### src/rtl/mem_arbiter.sv
// mem_arbiter: shares one single-port memory between the CPU bus and a DMA master, round-robin on contention.
// Define MEM_ARB_CPU_PRIORITY_EN for fixed CPU-wins priority (RR_FIRST then unused).
module mem_arbiter #(
   parameter int ADDR_WIDTH = 32,
   parameter bit RR_FIRST   = 1'b0
) (
   input  logic                  clk,
   input  logic                  reset,
   input  logic [ADDR_WIDTH-1:0] cpu_addr,
   input  logic [31:0]           cpu_wdata,
   input  logic [3:0]            cpu_wmask,
   input  logic                  cpu_rstrb,
   output logic [31:0]           cpu_rdata,
   output logic                  cpu_rbusy,
   output logic                  cpu_wbusy,
   input  logic                  dma_req,
   input  logic                  dma_we,
   input  logic [ADDR_WIDTH-1:0] dma_addr,
   input  logic [31:0]           dma_wdata,
   input  logic [3:0]            dma_wmask,
   output logic                  dma_ack,
   output logic [31:0]           dma_rdata,
   output logic [ADDR_WIDTH-1:0] mem_addr,
   output logic [31:0]           mem_wdata,
   output logic [3:0]            mem_wmask,
   output logic                  mem_rstrb,
   input  logic [31:0]           mem_rdata
);
   logic                  w_cpu_live, w_cpu_elig, w_dma_elig, w_gnt_cpu, w_gnt_dma, w_cpu_ret;
   logic                  r_pend_v, r_pend_rd, r_dma_out, r_ret_v, r_ret_cpu;
   logic [ADDR_WIDTH-1:0] r_pend_addr;
   logic [31:0]           r_pend_wdata, r_cpu_rdata;
   logic [3:0]            r_pend_wmask;
   // a pulse arriving while a request is already pending is ignored
   assign w_cpu_live = (cpu_rstrb | (|cpu_wmask)) & ~r_pend_v;
   assign w_cpu_elig = w_cpu_live | r_pend_v;
   assign w_dma_elig = dma_req & ~r_dma_out;
`ifdef MEM_ARB_CPU_PRIORITY_EN
   assign w_gnt_cpu  = w_cpu_elig;
`else
   logic r_last_dma;
   assign w_gnt_cpu  = w_cpu_elig & (~w_dma_elig | r_last_dma);
   always_ff @(posedge clk)
      if (reset) r_last_dma <= !RR_FIRST;
      else if (w_gnt_cpu | w_gnt_dma) r_last_dma <= w_gnt_dma;
`endif
   assign w_gnt_dma  = w_dma_elig & ~w_gnt_cpu;
   assign w_cpu_ret  = r_ret_v & r_ret_cpu;
   always_comb begin
      mem_addr  = w_gnt_cpu ? (w_cpu_live ? cpu_addr : r_pend_addr) : w_gnt_dma ? dma_addr : '0;
      mem_wdata = w_gnt_cpu ? (w_cpu_live ? cpu_wdata : r_pend_wdata) : w_gnt_dma ? dma_wdata : '0;
      mem_wmask = w_gnt_cpu ? (w_cpu_live ? cpu_wmask : r_pend_wmask) : (w_gnt_dma & dma_we) ? dma_wmask : 4'h0;
      mem_rstrb = w_gnt_cpu ? (w_cpu_live ? cpu_rstrb : r_pend_rd) : (w_gnt_dma & ~dma_we);
   end
   assign cpu_rdata = w_cpu_ret ? mem_rdata : r_cpu_rdata;
   assign dma_rdata = (r_ret_v & ~r_ret_cpu) ? mem_rdata : '0;
   assign dma_ack   = r_dma_out;
   assign cpu_rbusy = r_pend_v & r_pend_rd;
   assign cpu_wbusy = r_pend_v & ~r_pend_rd;
   always_ff @(posedge clk)
      if (reset) begin
         r_pend_v    <= 1'b0;
         r_dma_out   <= 1'b0;
         r_ret_v     <= 1'b0;
         r_ret_cpu   <= 1'b0;
         r_cpu_rdata <= '0;
      end else begin
         r_pend_v  <= w_cpu_elig & ~w_gnt_cpu;
         r_dma_out <= w_gnt_dma;
         r_ret_v   <= mem_rstrb;
         r_ret_cpu <= w_gnt_cpu;
         if (w_cpu_ret) r_cpu_rdata <= mem_rdata;
      end
   // payload only matters while r_pend_v is set, so it needs no reset
   always_ff @(posedge clk)
      if (w_cpu_live) begin
         r_pend_addr  <= cpu_addr;
         r_pend_wdata <= cpu_wdata;
         r_pend_wmask <= cpu_wmask;
         r_pend_rd    <= cpu_rstrb;
      end
endmodule

### config.mk
export PLATFORM = sky130hd
export DESIGN_NAME = mem_arbiter
export DESIGN_NICKNAME = d
export VERILOG_FILES = /design/src/rtl/mem_arbiter.sv
export SDC_FILE = /design/constraint.sdc
export NUM_CORES = 1
export LEC_CHECK = 0
export ABC_AREA = 1
export CAP_MARGIN = 30
export CORE_MARGIN = 4
export CORE_UTILIZATION = 34
export CTS_CLUSTER_DIAMETER = 30
export DETAILED_ROUTE_END_ITERATION = 16
export MAX_ROUTING_LAYER = met4
export PLACE_DENSITY = 0.78
export SYNTH_ARGS = -nofsm -noshare
export SYNTH_HDL_FRONTEND = slang
export SYNTH_SLANG_ARGS = --single-unit
### constraint.sdc
create_clock -name clk -period 1.2 [get_ports clk]
set_input_delay 0.24 -clock clk [delete_from_list [all_inputs] [get_ports clk]]
set_output_delay 0.24 -clock clk [all_outputs]
set_load 0.02 [all_outputs]
==> results.yml <==
outcome:
  status: "finished with violations"
  violations: "setup timing"
critical_path:
  critPathLaunchType: "register"
  critPathBufInv: 5
  crit_path_frequent_cell: "nand2_2"
  worstSetupPathType: "reg -> out"
  cp_max_fo: 11
  arrival_ns: 1.73
  crit_path_cell_trace: "inv_4 > buf_4 > buf_8 > buf_12 > nand3_1 > nand2_2 > nand2_2 > nand2_2 > buf_6"
  worstSetupEndpointType: "output pin"
  cp.required_ns: 0.96
  cp_slowest_cell: "dfxtp_2"
  max_stage_delay_ns: 0.34
  path_delay_family: "buffers and inverters"
clock_tree:
  numCtsBuffers: 9
  cts-hold-fix-buffers: 0
  path_clk_slew_ns: 0.08
  cts_sinks: 106
  htreeDepth: 3
  tritoncts: "done"
  clock_path_buffers: 2
  clockRootBuffer: "clkbuf_16"
  clock_latency_ns: 0.35
logic_synthesis:
  ys_seq_area_share_pct: 40.8
  ys_types: 21
  postSynthNetCount: 1000
  syn_area_sq_um: 5210
  synthAdderAreaFrac_pct: 0
  synth-xor-area-share_pct: 0
  ys_ff_latch: 106
  synth_top_family_by_area: "simple AND/OR/NAND/NOR gates"
  synthMuxAreaShare_pct: 0
  avgSynthCellArea_sq_um: 6.30
  yosys_warnings: 0
  synth_compound_area_share_pct: 3.36
  yosys.area_share.simple_pct: 42.1
  synth_cells: 827
final_layout:
  stdcell_count: 1459
  layout_commonest_cell: "nand2_2"
  mostFrequentLayoutCells: "nand2_2 (172), clkdlybuf4s50_1 (166), buf_6 (129)"
  multi_input_area_sq_um: 3770
  finish.net_count: 1442
  n_fill_cell: 836
  seq_area_sq_um: 2140
  synthToLayoutAreaGrowth_pct: 137
  drive_gt1_share_pct: 52.3
  fin_area_sq_um: 12300
sta:
  clock_skew_ns: 0.00967
  hold_viol: 0
  rsz0062_at_grt: "true"
  worst_slew_pin_slew_ns: 0.259
  slew_viol_final: 0
  period_share_pct: 165
  relSlewSlack_pct: 82.7
  finalSetupTns_ns: -84.98
  setup_slack_ns: -0.774
  setup_viol: 162
  max_freq_mhz: 506
  min_period_ns: 1.97
floorplanning:
  core_region_area_sq_um: 14800
  row_count: 44
  pin_count: 309
  initial_utilization_pct: 35.3
  die_y_um: 132
  die_area_sq_um: 17400
  die_w_um: 132
routing:
  ant_nets: 0
  drc: 0
  vias: 7419
  wl_per_cell_um: 19.7
  vias_per_cell: 5.08
  drtPass1Iterations: 5
  drt-total-wl_mm: 28.8
  first_iter_violations: 440
pwr:
  finalPower_uw: 12500
  p_leak_uw: 0.00618
  p_per_area_nw_per_um2: 1020
  ir_drop_uv: 871
grt:
  grt-ovfl-total: 0
  antenna_found_initial: 1
  grt_pass1_wl_mm: 34.0
  grt_max_degree: 47
  grt_pass1_vias: 6454
  grt_use_total_pct: 25.2
placed_design:
  place_area_sq_um: 9120
  dp_hpwl_mm: 14.0
  dp_slack_ns: -1.31
  dp.cells: 1333
  gp_congestion: 0.839
  io_buffers: 308
worst_hold_path:
  worstHoldPathType: "in -> reg"
job:
  drv_cap: 0
## stage by stage
| stage | util, % | hold WS, ns |
|---|---|---|
| 6_report | 83.6 | 0.256 |
| 5_1_grt | 83.6 | 0.246 |
| 4_1_cts | 72.7 | 0.188 |
| 3_5_place_dp | 61.8 | 0.429 |
| 3_3_place_gp | 61.8 | 0.426 |
| 2_1_floorplan | - | 0.369 |
## tightest hold or removal path, stage by stage
cell and delay (ns):
buf_2 0.13, nand3_1 0.11, nand2_1 0.08
## synth_stat cells
master | count | area, sq um
a21oi_1 | 2 | 10.0
buf_1 | 5 | 18.8
buf_2 | 14 | 70.1
buf_4 | 3 | 22.5
buf_6 | 12 | 135
clkbuf_1 | 21 | 78.8
dfxtp_1 | 106 | 2120
inv_1 | 103 | 387
inv_2 | 2 | 7.51
nand2_1 | 319 | 1200
nand2_2 | 1 | 6.26
nand2_4 | 1 | 11.3
nand3_1 | 131 | 656
nand3_4 | 1 | 17.5
nand4_2 | 1 | 12.5
nor2_1 | 68 | 255
nor2_2 | 1 | 6.26
nor2_4 | 2 | 22.5
nor3_1 | 1 | 5.00
o21ai_0 | 32 | 160
o21ai_1 | 1 | 5.00
## final cells by class
class | instances | share of cell area (%)
Tap cell | 184 | 1.87
Multi-Input combinational cell | 563 | 30.6
Clock buffer | 11 | 1.97
Antenna cell | 1 | 0.0203
Sequential cell | 106 | 17.3
Clock inverter | 5 | 1.01
Inverter | 105 | 3.35
Timing Repair Buffer | 484 | 43.9
## timing repair
item | in CTS | in global routing
buffers inserted | 35 | 50
setup endpoints to repair | 184 | 174
gates resized for setup | 703 | 513
pin swaps | 59 | 28
cloned | 17 | 16
## logic make-up (layout without fill, tap and decap cells)
logic type | Yosys count | count (layout)
DFF | 106 | 106
and+or+nand+nor | 526 | 528
AOI/OAI and AO/OA | 35 | 35
other | 0 | 1
buffers and inverters | 160 | 605
## state kept, by name, summed over array words and instances, names as in the netlist
| signal | count |
|---|---|
| r_cpu_rdata | 32 |
| r_pend_addr | 32 |
| r_pend_wdata | 32 |
| r_pend_wmask | 4 |
| dma_ack | 1 |
| r_last_dma | 1 |
| r_pend_rd | 1 |
| r_pend_v | 1 |
| r_ret_cpu | 1 |
| r_ret_v | 1 |
## path summary, 6_finish.rpt
check | end | slack, ns | startpoint | cells past startpoint
setup / recovery | mem_wdata[0] | -0.77 | r_pend_v$_SDFF_PP0_ | 9
hold / removal | r_pend_wmask[0]$_DFF_P_ | 0.26 | cpu_wmask[0] | 3
setup reg to reg | r_pend_addr[4]$_DFF_P_ | -0.47 | r_pend_v$_SDFF_PP0_ | 12
hold reg to reg | r_pend_addr[30]$_DFF_P_ | 0.45 | r_pend_addr[30]$_DFF_P_ | 2
## report_power, final
group	leakage, uW	total (uW)	internal [uW]	switching [uW]
registers	0.000887	3930	3800	135
logic	0.00511	4910	2480	2420
clock network	0.000180	3690	2310	1380
## layer usage
layer	vias to the layer above	GRT usage [%]	wire (um)
li1	3417	-	-
met1	3523	28.0	10700
met2	387	44.6	15000
met3	92	4.24	1940
met4	0	10.4	1230
met5	-	-	0
Power figures use the tool's default switching activity.
